<file path="config.mk">
export PLATFORM = sky130hd
export DESIGN_NAME = seq_divider
export DESIGN_NICKNAME = d
export VERILOG_FILES = /design/src/rtl/div_pkg.sv /design/src/rtl/div_step.sv /design/src/rtl/seq_divider.sv
export SDC_FILE = /design/constraint.sdc
export NUM_CORES = 1
export LEC_CHECK = 0
export ABC_AREA = 1
export CORE_MARGIN = 3
export CORE_UTILIZATION = 30
export DETAILED_ROUTE_END_ITERATION = 10
export GPL_ROUTABILITY_DRIVEN = 0
export PLACE_DENSITY_LB_ADDON = 0.15
export SETUP_SLACK_MARGIN = 0.2
export SLEW_MARGIN = 10
export SYNTH_ARGS = -nofsm -noshare
export SYNTH_HDL_FRONTEND = slang
export SYNTH_SLANG_ARGS = --single-unit
</file>
<file path="constraint.sdc">
create_clock -name clk -period 4.4 [get_ports clk]
set_input_delay 1.1 -clock clk [delete_from_list [all_inputs] [get_ports clk]]
set_output_delay 1.1 -clock clk [all_outputs]
set_load 0.005 [all_outputs]
</file>
<file path="src/rtl/div_pkg.sv">
`default_nettype none
// ============================================================================
// Module      : div_pkg
// Description : Shared types and helpers for the sequential divider.
//               - div_state_t : divider FSM state encoding
//               - DIV_LATENCY : accept-to-result latency at the default width
//               - abs_val     : two's-complement magnitude of a sign-extended
//                               operand (caller sizes the result)
// Revision    : 1.0 - initial release
// ============================================================================
package div_pkg;

  typedef enum logic [1:0] {
    IDLE  = 2'd0,
    CALC  = 2'd1,
    FIXUP = 2'd2,
    DONE  = 2'd3
  } div_state_t;

  localparam int DIV_DEFAULT_WIDTH = 16;
  // Full-latency divide: WIDTH iteration edges, one edge to leave CALC, one
  // edge through FIXUP.
  localparam int DIV_LATENCY       = DIV_DEFAULT_WIDTH + 2;

  // Wide enough for any WIDTH up to 64 plus the sign-extension bit.
  localparam int DIV_ABS_W         = 65;

  // Only the low bits matter to callers: negation of a sign-extended value
  // modulo 2^(WIDTH+1) yields the exact magnitude, including |-2^(WIDTH-1)|.
  function automatic logic [DIV_ABS_W-1:0] abs_val(input logic [DIV_ABS_W-1:0] v,
                                                   input logic                 neg);
    return neg ? (~v + DIV_ABS_W'(1)) : v;
  endfunction

endpackage
`default_nettype wire

</file>
<file path="src/rtl/div_step.sv">
`default_nettype none
// ============================================================================
// Module      : div_step
// Description : One restoring-division iteration. Shifts the partial
//               remainder left, brings in the next dividend bit, and
//               trial-subtracts the divisor. Keeps the difference when it is
//               non-negative (quotient bit 1), otherwise restores (bit 0).
// Ports       : rem_in   [WIDTH:0] partial remainder before the step
//               dvd_msb            next dividend bit (MSB-first)
//               divisor  [WIDTH:0] divisor magnitude
//               rem_out  [WIDTH:0] partial remainder after the step
//               q_bit              resolved quotient bit
// Revision    : 1.0 - initial release
// ============================================================================
module div_step #(
  parameter int WIDTH = 16
) (
  input  logic [WIDTH:0] rem_in,
  input  logic           dvd_msb,
  input  logic [WIDTH:0] divisor,
  output logic [WIDTH:0] rem_out,
  output logic           q_bit
);

  logic [WIDTH:0]   w_shift;
  logic [WIDTH+1:0] w_diff;
  logic             w_unused_rem_msb;

  // The incoming remainder is always below the divisor (<= 2^WIDTH), so its
  // top bit is zero and the shifted value still fits in WIDTH+1 bits.
  assign w_unused_rem_msb = rem_in[WIDTH];
  assign w_shift          = {rem_in[WIDTH-1:0], dvd_msb};

  // One extra bit on the subtraction exposes the borrow.
  assign w_diff  = {1'b0, w_shift} - {1'b0, divisor};
  assign q_bit   = ~w_diff[WIDTH+1];
  assign rem_out = q_bit ? w_diff[WIDTH:0] : w_shift;

endmodule
`default_nettype wire

</file>
<file path="src/rtl/seq_divider.sv">
`default_nettype none
// ============================================================================
// Module      : seq_divider
// Description : Multi-cycle radix-2 restoring integer divider with runtime
//               signed/unsigned mode and valid/ready handshakes. One quotient
//               bit per clock; results registered in FIXUP and held in DONE.
// Ports       : clk, rst                    clock, async active-high reset
//               in_valid / in_ready         operand handshake
//               is_signed                   1 = two's-complement operands
//               numerator, denominator      operands [WIDTH-1:0]
//               out_valid / out_ready       result handshake
//               quotient, remainder         results  [WIDTH-1:0]
//               div_by_zero, overflow       result flags (valid with out_valid)
// Build macro : SEQ_DIVIDER_ZERO_BYPASS_EN - when defined, a zero denominator
//               skips iteration and produces its result one edge after accept.
// Revision    : 1.0 - initial release
// ============================================================================
module seq_divider
  import div_pkg::*;
#(
  parameter int WIDTH = 16
) (
  input  logic             clk,
  input  logic             rst,
  input  logic             in_valid,
  output logic             in_ready,
  input  logic             is_signed,
  input  logic [WIDTH-1:0] numerator,
  input  logic [WIDTH-1:0] denominator,
  output logic             out_valid,
  input  logic             out_ready,
  output logic [WIDTH-1:0] quotient,
  output logic [WIDTH-1:0] remainder,
  output logic             div_by_zero,
  output logic             overflow
);

  localparam int CNT_W = $clog2(WIDTH + 1);

  div_state_t       r_state;
  div_state_t       w_state_nxt;

  logic [WIDTH:0]   r_rem;    // partial remainder
  logic [WIDTH-1:0] r_qd;     // dividend shifts out the top, quotient fills the bottom
  logic [WIDTH:0]   r_dvs;    // divisor magnitude
  logic [CNT_W-1:0] r_cnt;
  logic             r_neg_q;
  logic             r_neg_r;
  logic             r_dbz;
  logic             r_ovf;

  logic             w_num_neg;
  logic             w_den_neg;
  logic             w_den_zero;
  logic             w_ovf;
  logic [WIDTH-1:0] w_num_mag;
  logic [WIDTH:0]   w_den_mag;
  logic [WIDTH:0]   w_step_rem;
  logic             w_step_q;
  logic [WIDTH-1:0] w_q_fix;
  logic [WIDTH-1:0] w_r_fix;
  logic             w_iter_done;

  assign in_ready  = (r_state == IDLE);
  assign out_valid = (r_state == DONE);

  // ---------------------------------------------------------------------------
  // Operand decode (only meaningful on the accept edge)
  // ---------------------------------------------------------------------------
  assign w_num_neg  = is_signed & numerator[WIDTH-1];
  assign w_den_neg  = is_signed & denominator[WIDTH-1];
  assign w_den_zero = (denominator == '0);
  assign w_ovf      = is_signed
                      && (numerator == {1'b1, {(WIDTH-1){1'b0}}})
                      && (denominator == '1);

  // The {neg, operand} concatenation is the WIDTH+1-bit sign extension in
  // signed mode and a zero extension in unsigned mode. The numerator
  // magnitude never exceeds 2^(WIDTH-1) when signed, so WIDTH bits suffice.
  assign w_num_mag = WIDTH'(abs_val(DIV_ABS_W'({w_num_neg, numerator}), w_num_neg));
  assign w_den_mag = (WIDTH+1)'(abs_val(DIV_ABS_W'({w_den_neg, denominator}), w_den_neg));

  // ---------------------------------------------------------------------------
  // Iteration cell
  // ---------------------------------------------------------------------------
  div_step #(
    .WIDTH   (WIDTH)
  ) u_step (
    .rem_in  (r_rem),
    .dvd_msb (r_qd[WIDTH-1]),
    .divisor (r_dvs),
    .rem_out (w_step_rem),
    .q_bit   (w_step_q)
  );

  assign w_iter_done = (r_cnt == CNT_W'(WIDTH));
  assign w_q_fix     = r_neg_q ? (~r_qd + WIDTH'(1)) : r_qd;
  assign w_r_fix     = r_neg_r ? (~r_rem[WIDTH-1:0] + WIDTH'(1)) : r_rem[WIDTH-1:0];

  // ---------------------------------------------------------------------------
  // FSM
  // ---------------------------------------------------------------------------
  always_ff @(posedge clk or posedge rst) begin
    if (rst) begin
      r_state <= IDLE;
    end else begin
      r_state <= w_state_nxt;
    end
  end

  always_comb begin
    w_state_nxt = r_state;
    case (r_state)
      IDLE: begin
`ifdef SEQ_DIVIDER_ZERO_BYPASS_EN
        if (in_valid) w_state_nxt = w_den_zero ? DONE : CALC;
`else
        if (in_valid) w_state_nxt = CALC;
`endif
      end
      // The counter reaches WIDTH on the last iteration edge; the state
      // leaves CALC on the following edge.
      CALC:    if (w_iter_done) w_state_nxt = FIXUP;
      FIXUP:   w_state_nxt = DONE;
      DONE:    if (out_ready) w_state_nxt = IDLE;
      default: w_state_nxt = IDLE;
    endcase
  end

  // ---------------------------------------------------------------------------
  // Datapath
  // ---------------------------------------------------------------------------
  always_ff @(posedge clk or posedge rst) begin
    if (rst) begin
      r_rem       <= '0;
      r_qd        <= '0;
      r_dvs       <= '0;
      r_cnt       <= '0;
      r_neg_q     <= 1'b0;
      r_neg_r     <= 1'b0;
      r_dbz       <= 1'b0;
      r_ovf       <= 1'b0;
      quotient    <= '0;
      remainder   <= '0;
      div_by_zero <= 1'b0;
      overflow    <= 1'b0;
    end else begin
      case (r_state)
        IDLE: begin
          if (in_valid) begin
            r_qd    <= w_num_mag;
            r_dvs   <= w_den_mag;
            r_rem   <= '0;
            r_cnt   <= '0;
            r_neg_q <= w_num_neg ^ w_den_neg;
            r_neg_r <= w_num_neg;
            r_dbz   <= w_den_zero;
            r_ovf   <= w_ovf;
`ifdef SEQ_DIVIDER_ZERO_BYPASS_EN
            if (w_den_zero) begin
              quotient    <= '1;
              remainder   <= numerator;
              div_by_zero <= 1'b1;
              overflow    <= 1'b0;
            end
`endif
          end
        end
        CALC: begin
          if (!w_iter_done) begin
            r_rem <= w_step_rem;
            r_qd  <= {r_qd[WIDTH-2:0], w_step_q};
            r_cnt <= r_cnt + CNT_W'(1);
          end
        end
        FIXUP: begin
          quotient    <= w_q_fix;
          remainder   <= w_r_fix;
          div_by_zero <= r_dbz;
          overflow    <= r_ovf;
        end
        default: ;
      endcase
    end
  end

endmodule
`default_nettype wire
</file>
==> results of run 1 <==
==> stage by stage <==
| stage | util [%] | std cells | hold WS, ns | worst slack, ns | power [uW] |
|---|---|---|---|---|---|
| global placement | 35.4 | 1267 | 0.457 | 1.25 | 5280 |
| global route | 37.0 | 1283 | 0.512 | 1.36 | 6840 |
| finish | 37.0 | 1283 | 0.482 | 1.64 | 6180 |
| floorplan | - | 940 | 0.449 | 0.851 | 4210 |
| CTS | 37.0 | 1283 | 0.489 | 1.61 | 6230 |
| detailed placement | 35.4 | 1267 | 0.472 | 1.30 | 5300 |
==> layout make-up <==
| class | instances | area (um2) | share of cell area (%) |
|---|---|---|---|
| multi-input cells | 690 | 3560 | 45.3 |
| well taps | 275 | 344 | 4.38 |
| clock inverters | 5 | 88.8 | 1.13 |
| repair buffers | 77 | 771 | 9.81 |
| inverters | 131 | 494 | 6.29 |
| clock buffers | 11 | 253 | 3.22 |
| flip-flops and latches | 94 | 2350 | 29.9 |
==> routing by layer <==
metal	vias up	track usage [%]	wire length (um)
met5	-	0	0
met4	0	3.57	271
met2	132	22.1	7410
met3	21	3.66	898
met1	2784	25.1	10000
li1	3169	-	-
==> cells in the final DEF, fill, tap and decap left out, types with 5 or more instances in the layout <==
cell type,instances
a21oi_1,42
a31oi_1,6
clkbuf_16,9
clkdlybuf4s50_1,72
dfrtp_1,94
ha_1,28
inv_1,125
nand2_1,274
nand3_1,98
nand4_1,13
nor2_1,59
nor3_1,11
o21ai_0,76
o21ai_1,5
xnor2_1,7
xor2_1,27
==> power by group <==
part / leakage (uW) / switching (uW) / internal [uW]
sequential: 0.00118 / 359 / 1250
clock: 0.000168 / 362 / 536
combinational: 0.00254 / 2280 / 1400
total: 0.00389 / 3000 / 3180
==> critical path: stages, from the launching register on <==
cell	delay (ns)
dfrtp_1	0.40
inv_1	0.10
ha_1	0.69
o21ai_2	0.23
nor2_4	0.47
nor2_4	0.19
inv_2	0.33
o221ai_1	0.18
o21ai_1	0.10
==> worst paths after layout <==
check	from	end	cells after the start	slack, ns
worst max-delay path	r_state[1]$_DFFE_PP0P_	r_qd[2]$_DFFE_PP0P_	8	1.64
worst min register to register	quotient[7]$_DFFE_PP0P_	quotient[7]$_DFFE_PP0P_	2	0.48
worst min-delay path	quotient[7]$_DFFE_PP0P_	quotient[7]$_DFFE_PP0P_	2	0.48
min in group asynchronous	rst	quotient[7]$_DFFE_PP0P_	2	1.16
worst max register to register	r_state[1]$_DFFE_PP0P_	r_qd[2]$_DFFE_PP0P_	8	1.64
max in group asynchronous	rst	r_dvs[10]$_DFFE_PP0P_	3	2.55
==> kinds of logic after synthesis <==
logic type / share of synthesized area, %
AO/OA/AOI/OAI: 11.8
XOR/XNOR: 4.54
adder cells (fa/ha/maj): 5.65
buffers and inverters: 9.83
flip-flops: 35.9
AND/OR/NAND/NOR: 32.3
==> synthesized netlist by cell type (all sizes together), types with 6 or more instances <==
cell | instances | area share [%]
nand3 | 102 | 8.1
dfrtp | 94 | 36
nor3 | 12 | 0.99
clkbuf | 12 | 0.69
buf | 13 | 1.6
nor2 | 64 | 4.3
o21ai | 83 | 6.5
ha | 28 | 5.3
inv | 128 | 7.3
xor2 | 27 | 3.6
nand4 | 13 | 1.2
a31oi | 6 | 0.57
nand2 | 280 | 16
xnor2 | 7 | 0.94
a21oi | 42 | 3.2
==> flip-flops by register name, indices dropped and copies added (netlist names), 2 cells and up <==
name       count
r_qd          16
remainder     16
r_state        2
quotient      16
r_dvs         17
r_rem         16
r_cnt          5
==> metrics.md, run 1 <==
| Metric | Value |
|---|---|
| CTS buffer count | 9 |
| Die area | 23700 um2 |
| Clk_skew | 0.0114 ns |
| Die outline height | 154 um |
| Critical path class | reg -> reg |
| Number of port buffers | 72 |
| Post-CTS sizing | 0 |
| Critical path required time | 4.69 ns |
| Synth warnings | 0 |
| H-tree depth | 3 |
| DIE WIDTH | 154 um |
| Nets | 1069 |
| Setup crit start kind | flop |
| Vias in the first global route | 5740 |
| Max FO, Critical Path | 22 |
| Post-route setup TNS | 0 ns |
| Ys flop type | dfrtp_1 |
| Max cap viols | 0 |
| Clk slew on worst S/H paths | 0.07 ns |
| Worst-Skew Late Latency | 0.36 ns |
| Drt initial violations | 282 |
| Sink Count | 94 |
| Vias/cell | 4.76 |
| Top-level I/O count | 73 |
| Final WL | 18.6 mm |
| WP data arrival | 3.06 ns |
| # diodes | 0 |
| GRT Util Overall | 16.0% |
| Initial Util | 30.9% |
| Post-route design area | 7860 um2 |
| Worst setup EP type | flop |
| Antenna-violating nets left | 0 |
| Max-slew headroom at the worst pin | 45.7% |
| Core ar. | 21200 um2 |
| Site Rows | 53 |
| Post-synthesis sequential area ratio | 35.9% |
| Synthesized cell area | 6550 um2 |
| EDFF count, synth | 0 |
| Final setup viols | 0 |
| Slew Limit Fails | 0 |
| Lkg Pwr | 0.00389 uW |
| Power per Cell Area | 786 nW/um2 |
| Remaining DRCs | 0 |
| Initial antenna violation count | 0 |
| Drt pass-1 iters | 5 |
| Max rail drop VDD | 0.000258 V |
| Setup repair bufs after CTS | 0 |
| WL per Instance | 14.5 um |
| HPWL Detailed | 14.6 mm |
| Run status | finished clean |
| Min cycle time layout | 2.76 ns |
| First-pass GRT wire length | 30.6 mm |
| Post-Syn Instances | 940 |
| Syn Nets | 1006 |
| Layout area overhead | 19.9% |
| Final hold vios | 0 |
| CTS tree | built |
| RSZ-0062 raised after global routing | false |
| # hold bufs at CTS | 0 |
| Worst-Margin Slew | 0.814 ns |
| Routed via count | 6106 |
| Cell area after placement | 7520 um2 |
| Fmax | 362 MHz |
| Syn_area_per_cell | 6.97 um2 |
| Synth Register Bits | 94 |
| Hold Path Class | reg -> reg |
| Filler Cell Count | 2319 |
| Period utilization | 62.8% |
| Root Driver | clkbuf_16 |
| Asr flop ratio synth | 100% |
| Total grt overflow | 0 |
| Pin count of the biggest net entering global routing | 50 |
| CTS max path bufs | 2 |
| Layout cells sized above 1 | 4.56% |
| Yosys cell types | 42 |
(Power assumes the default switching activity.)
==> inputs of run 2 (changes only) <==
==> constraint.sdc (replaced) <==
create_clock -name clk -period 2.3 [get_ports clk]
set_input_delay 0.575 -clock clk [delete_from_list [all_inputs] [get_ports clk]]
set_output_delay 0.575 -clock clk [all_outputs]
set_load 0.005 [all_outputs]
==> run 2 against run 1 <==
Global-route usage is 0.32 points lower. Flip-flop and latch count is the same. Power grew 100%. First-iteration DRC count up 72%. Cell count up 2.1%. Non-clock buffer count grew 27. Worst hold slack got worse by 0.012 ns. Via count rose by 2.0%. Clock power up 73%. Critical path type unchanged. Critical endpoint is now r_rem[4]$_DFFE_PP0P_.
==> metrics.md, run 2 (same netlist as run 1, synthesis figures left out) <==
| Metric | Value |
|---|---|
| Die area | 23700 um2 |
| First-pass GRT wire length | 30.1 mm |
| Final Util | 39.0% |
| Top-level I/O count | 73 |
| WL per Instance | 14.5 um |
| Drt pass-1 iters | 5 |
| Commonest non-fill, non-tap cell in the layout | nand2_1 |
| # diodes | 0 |
| Setup crit start kind | flop |
| # placed instances | 1293 |
| Max reg flops | 17 |
| RR Startpoint | r_rem[13]$_DFFE_PP0P_ |
| HPWL Detailed | 14.8 mm |
| CTS tree | built |
| Routed via count | 6227 |
| WP depth | 8 |
| Min cycle time layout | 2.01 ns |
| Vias in the first global route | 5612 |
| Initial Util | 30.9% |
| Die outline height | 154 um |
| Worst Path Buf+Inv | 0 |
| Drt initial violations | 484 |
| Critical path required time | 2.52 ns |
| Clk slew on worst S/H paths | 0.07 ns |
| Register-to-register setup slack | 0.29 ns |
| CP max stage delay | 0.46 ns |
| Power per Cell Area | 1510 nW/um2 |
| Nets | 1099 |
| GRT Util Overall | 15.7% |
| WP data arrival | 2.23 ns |
| PnR Total Power | 12500 uW |
| Max-slew headroom at the worst pin | 62.8% |
| Final setup viols | 0 |
| Slew Limit Fails | 0 |
| Clk_skew | 0.00868 ns |
| Non-filler cells, final | 1310 |
| RSZ-0062 raised after global routing | false |
| Delay-heaviest family, CP | compound AO/OA/AOI/OAI gates |
| CP Capture Point | r_rem[4]$_DFFE_PP0P_ |
| Root Driver | clkbuf_16 |
| Worst path slowest cell | dfrtp_1 |
| CTS buffer count | 9 |
| Layout area overhead | 26.2% |
| Max cap viols | 0 |
| Site Rows | 53 |
| Setup crit start | r_rem[13]$_DFFE_PP0P_ |
| Worst setup EP type | flop |
| Initial antenna violation count | 0 |
| Worst-Margin Slew | 0.554 ns |
| Most frequent cells in the layout | nand2_1 (273), inv_1 (121), nand3_1 (96), dfrtp_1 (93), o21ai_0 (75) |
| Total grt overflow | 0 |
| Most flops, register | r_dvs |
| DIE WIDTH | 154 um |
| Post-route setup TNS | 0 ns |
| Final WL | 19.0 mm |
| Final hold vios | 0 |
| Pin count of the biggest net entering global routing | 47 |
| Sink Count | 94 |
| Hold Path Class | reg -> reg |
| Number of port buffers | 72 |
| H-tree depth | 3 |
| Layout cells sized above 1 | 9.18% |
| CTS max path bufs | 2 |
| Worst-Skew Late Latency | 0.35 ns |
| R2r endpoint | r_rem[4]$_DFFE_PP0P_ |
| Crit path cell chain | ha_1 -> a21oi_1 -> o21ai_2 -> nor2_8 -> nand2_8 -> nand2_1 -> nand3_1 -> o21ai_0 |
| Vias/cell | 4.75 |
| Period utilization | 87.4% |
| Lkg Pwr | 0.00404 uW |
| Run status | finished clean |
| Max rail drop VDD | 0.000460 V |
| R2R depth | 8 |
| Core ar. | 21200 um2 |
| Filler Cell Count | 2283 |
| Antenna-violating nets left | 0 |
| Fmax | 498 MHz |
| Critical path class | reg -> reg |
| Remaining DRCs | 0 |
| Max FO, Critical Path | 16 |
## run 2: tightest hold or removal path, cell delays in order, from the launching register on
cell and delay, ns:
dfrtp_1 0.34, nand2_1 0.05, nand2_1 0.04
## run 2: worst min-delay path by stage
stage | startpoint | to | slack [ns] | cells past startpoint
finish | overflow$_DFFE_PP0P_ | overflow$_DFFE_PP0P_ | 0.47 | 2
global route | remainder[14]$_DFFE_PP0P_ | remainder[14]$_DFFE_PP0P_ | 0.51 | 2
CTS | overflow$_DFFE_PP0P_ | overflow$_DFFE_PP0P_ | 0.48 | 2
detailed placement | overflow$_DFFE_PP0P_ | overflow$_DFFE_PP0P_ | 0.46 | 2
global placement | div_by_zero$_DFFE_PP0P_ | div_by_zero$_DFFE_PP0P_ | 0.46 | 2
floorplan | r_dvs[13]$_DFFE_PP0P_ | r_dvs[13]$_DFFE_PP0P_ | 0.45 | 2
## run 2: metal layers
metal	global-route usage, %	share of wire [%]	vias to the layer above	routed length (um)
met1	25.4	54	2850	10200
met5	0	0	-	0
met3	2.39	4.6	12	880
met4	3.41	0.94	0	179
li1	-	-	3224	-
met2	21.6	41	141	7750
## run 2: where the power goes
part           switching, uW  internal (uW)
combinational           4710           3140
sequential               670           2400
clock                    617            936
## run 2: layout make-up
cell class / instances / area [um2] / share of cell area [%]
Inverter: 131 / 499 / 6.03
Clock buffer: 11 / 233 / 2.81
Multi-Input combinational cell: 693 / 3770 / 45.5
Tap cell: 275 / 344 / 4.16
Timing Repair Buffer: 104 / 1020 / 12.3
Clock inverter: 2 / 60.1 / 0.726
Sequential cell: 94 / 2350 / 28.4
## run 2: through the flow
stage / hold WS, ns / instance area [um2] / setup WS, ns
global route: 0.510 / 8270 / 0.164
global placement: 0.456 / 7750 / 0.00724
finish: 0.469 / 8270 / 0.290
detailed placement: 0.462 / 7750 / -0.0417
floorplan: 0.449 / 6560 / 0.423
CTS: 0.477 / 8070 / 0.191
## run 2: what timing repair did
action | in CTS | in global routing
setup endpoints to repair | 16 | 26
buffers inserted | 0 | 1
gates cloned | 0 | 3
resized for setup | 7 | 28
hold buffers | 0 | 0
pin swaps | 0 | 5
==> inputs of run 3 (changes only) <==
--- a/config.mk
+++ b/config.mk
@@ -12,6 +12,7 @@
 export GPL_ROUTABILITY_DRIVEN = 0
 export PLACE_DENSITY_LB_ADDON = 0.15
 export SETUP_SLACK_MARGIN = 0.2
+export SKIP_CTS_REPAIR_TIMING = 1
 export SLEW_MARGIN = 10
 export SYNTH_ARGS = -nofsm -noshare
 export SYNTH_HDL_FRONTEND = slang
==> run 3 against run 2 <==
Die area stayed put. Highest routed layer unchanged. Non-clock buffer count is 5 higher. Largest power group unchanged. Clock-buffer cell count unchanged. Flip-flop and latch count is the same. First-iteration DRC count down 12%. Clock skew barely moved. Register-to-register slack about the same. Routed wire length decreased by 0.95%. Clock power barely moved. Sequential share of layout area about the same. Power up 0.25%. Combinational power is 0.5% higher.
==> metrics.md, run 3 (same netlist as run 1, synthesis figures left out) <==
| Metric | Value |
|---|---|
| Setup crit start | r_rem[12]$_DFFE_PP0P_ |
| GRT Util Overall | 15.6% |
| Core ar. | 21200 um2 |
| Nets | 1102 |
| Worst-Skew Late Latency | 0.35 ns |
| Drt initial violations | 427 |
| Clock power frac | 12.4% |
| Clk_skew | 0.00900 ns |
| Antenna-violating nets left | 0 |
| Layout cells sized above 1 | 9.25% |
| HPWL Detailed | 14.8 mm |
| Vias/cell | 4.71 |
| Total grt overflow | 0 |
| Lkg Pwr | 0.00406 uW |
| Hold Path Class | reg -> reg |
| Commonest non-fill, non-tap cell in the layout | nand2_1 |
| Register-to-register setup slack | 0.30 ns |
| DIE WIDTH | 154 um |
| Final hold vios | 0 |
| Psw | 5910 uW |
| Filler Cell Count | 2279 |
| Max reg flops | 17 |
| Die outline height | 154 um |
| Worst-Margin Slew | 0.523 ns |
| Number of port buffers | 72 |
| Clk slew on worst S/H paths | 0.07 ns |
| CTS max path bufs | 2 |
| R2R depth | 9 |
| Vias in the first global route | 5596 |
| Max FO, Critical Path | 16 |
| Max rail drop VDD | 0.000482 V |
| Worst setup EP type | flop |
| RR Startpoint | r_rem[12]$_DFFE_PP0P_ |
| Flop pwr share | 24.5% |
| Most flops, register | r_dvs |
| Initial antenna violation count | 0 |
| Pin count of the biggest net entering global routing | 47 |
| CTS tree | built |
| Setup crit start kind | flop |
| Period utilization | 87.1% |
| Critical path class | reg -> reg |
| Top-level I/O count | 73 |
| Cell area after placement | 7750 um2 |
| Met1 GRT Util | 25.4% |
| Final setup viols | 0 |
| Switch share | 47.3% |
| Initial Util | 30.9% |
| Run status | finished clean |
| Fmax | 499 MHz |
| Max cap viols | 0 |
| # diodes | 0 |
| CP Capture Point | r_rem[15]$_DFFE_PP0P_ |
| Pint | 6590 uW |
| PnR Total Power | 12500 uW |
| Power per Cell Area | 1510 nW/um2 |
| RSZ-0062 raised after global routing | true |
| Post-route setup TNS | 0 ns |
| M2 GR Usage | 21.5% |
| Sink Count | 94 |
| Site Rows | 53 |
| Routed via count | 6186 |
| WL per Instance | 14.3 um |
| Remaining DRCs | 0 |
| Max-slew headroom at the worst pin | 64.8% |
| Root Driver | clkbuf_16 |
| Post-route design area | 8290 um2 |
| H-tree depth | 3 |
| First-pass GRT wire length | 30.0 mm |
| Slew Limit Fails | 0 |
| Min cycle time layout | 2.00 ns |
| Final WL | 18.8 mm |
| Routing usage on met3 | 2.39% |
| Grt peak-use layer | met1 |
| Comb power frac | 63.0% |
| Most frequent cells in the layout | nand2_1 (273), inv_1 (121), nand3_1 (96), dfrtp_1 (93), o21ai_0 (75) |
| CTS buffer count | 9 |
| WP data arrival | 2.25 ns |
| R2r endpoint | r_rem[15]$_DFFE_PP0P_ |
| Critical path required time | 2.54 ns |
| Drt pass-1 iters | 5 |
| Layout area overhead | 26.4% |
| Die area | 23700 um2 |
-- run 3: cell count changes in the layout (fill, tap and decap cells not counted), sizes merged --
cell / previous run / this run
nor2: 66 / 64
buf: 32 / 37
-- run 3: worst min-delay path by stage --
stage                                      endpoint                 startpoint  cells past startpoint
after CTS                      overflow$_DFFE_PP0P_       overflow$_DFFE_PP0P_                      2
after global routing      remainder[14]$_DFFE_PP0P_  remainder[14]$_DFFE_PP0P_                      2
after detailed placement       overflow$_DFFE_PP0P_       overflow$_DFFE_PP0P_                      2
after global placement      div_by_zero$_DFFE_PP0P_    div_by_zero$_DFFE_PP0P_                      2
after floorplan               r_dvs[13]$_DFFE_PP0P_      r_dvs[13]$_DFFE_PP0P_                      2
final                          overflow$_DFFE_PP0P_       overflow$_DFFE_PP0P_                      2
-- run 3: routing by layer --
metal | part of all wire [%] | vias to the layer above
li1 | - | 3227
met3 | 4.7 | 15
met5 | 0 | -
met1 | 54 | 2805
met2 | 40 | 139
met4 | 1.1 | 0
-- run 3: through the flow --
stage	setup slack [ns]	utilization (%)	cells	hold slack, ns
final	0.296	39.0	1313	0.469
after global routing	0.178	39.0	1313	0.510
after detailed placement	-0.0417	36.5	1293	0.462
after CTS	0.0922	37.9	1306	0.477
after floorplan	0.423	-	940	0.449
after global placement	0.00724	36.5	1293	0.456
-- run 3: cell type report --
cell class | instances | area (um2) | area share, %
inverter | 131 | 499 | 6.03
timing repair buffer | 109 | 1070 | 12.9
multi-input combinational | 691 | 3730 | 45.0
sequential | 94 | 2350 | 28.4
tap | 275 | 344 | 4.15
clock buffer | 11 | 233 | 2.81
clock inverter | 2 | 60.1 | 0.725
-- run 3: critical path, cell delays in order, from the launching register on --
cell and delay [ns]:
dfrtp_1 0.44, ha_1 0.39, nand2_1 0.11, nor2_1 0.14
and3_2 0.31, nand2_8 0.11, nand2_8 0.14, nand3_1 0.12
nand2_1 0.08, nand2_1 0.04
-- run 3: power groups by stage --
stage / combinational, uW / clock, uW / sequential [uW]
after global routing: 8940 / 1670 / 3170
after CTS: 7330 / 1590 / 3030
after detailed placement: 7290 / 0 / 3060
after global placement: 7300 / 0 / 3050
final: 7880 / 1550 / 3070
after floorplan: 5190 / 0 / 2880
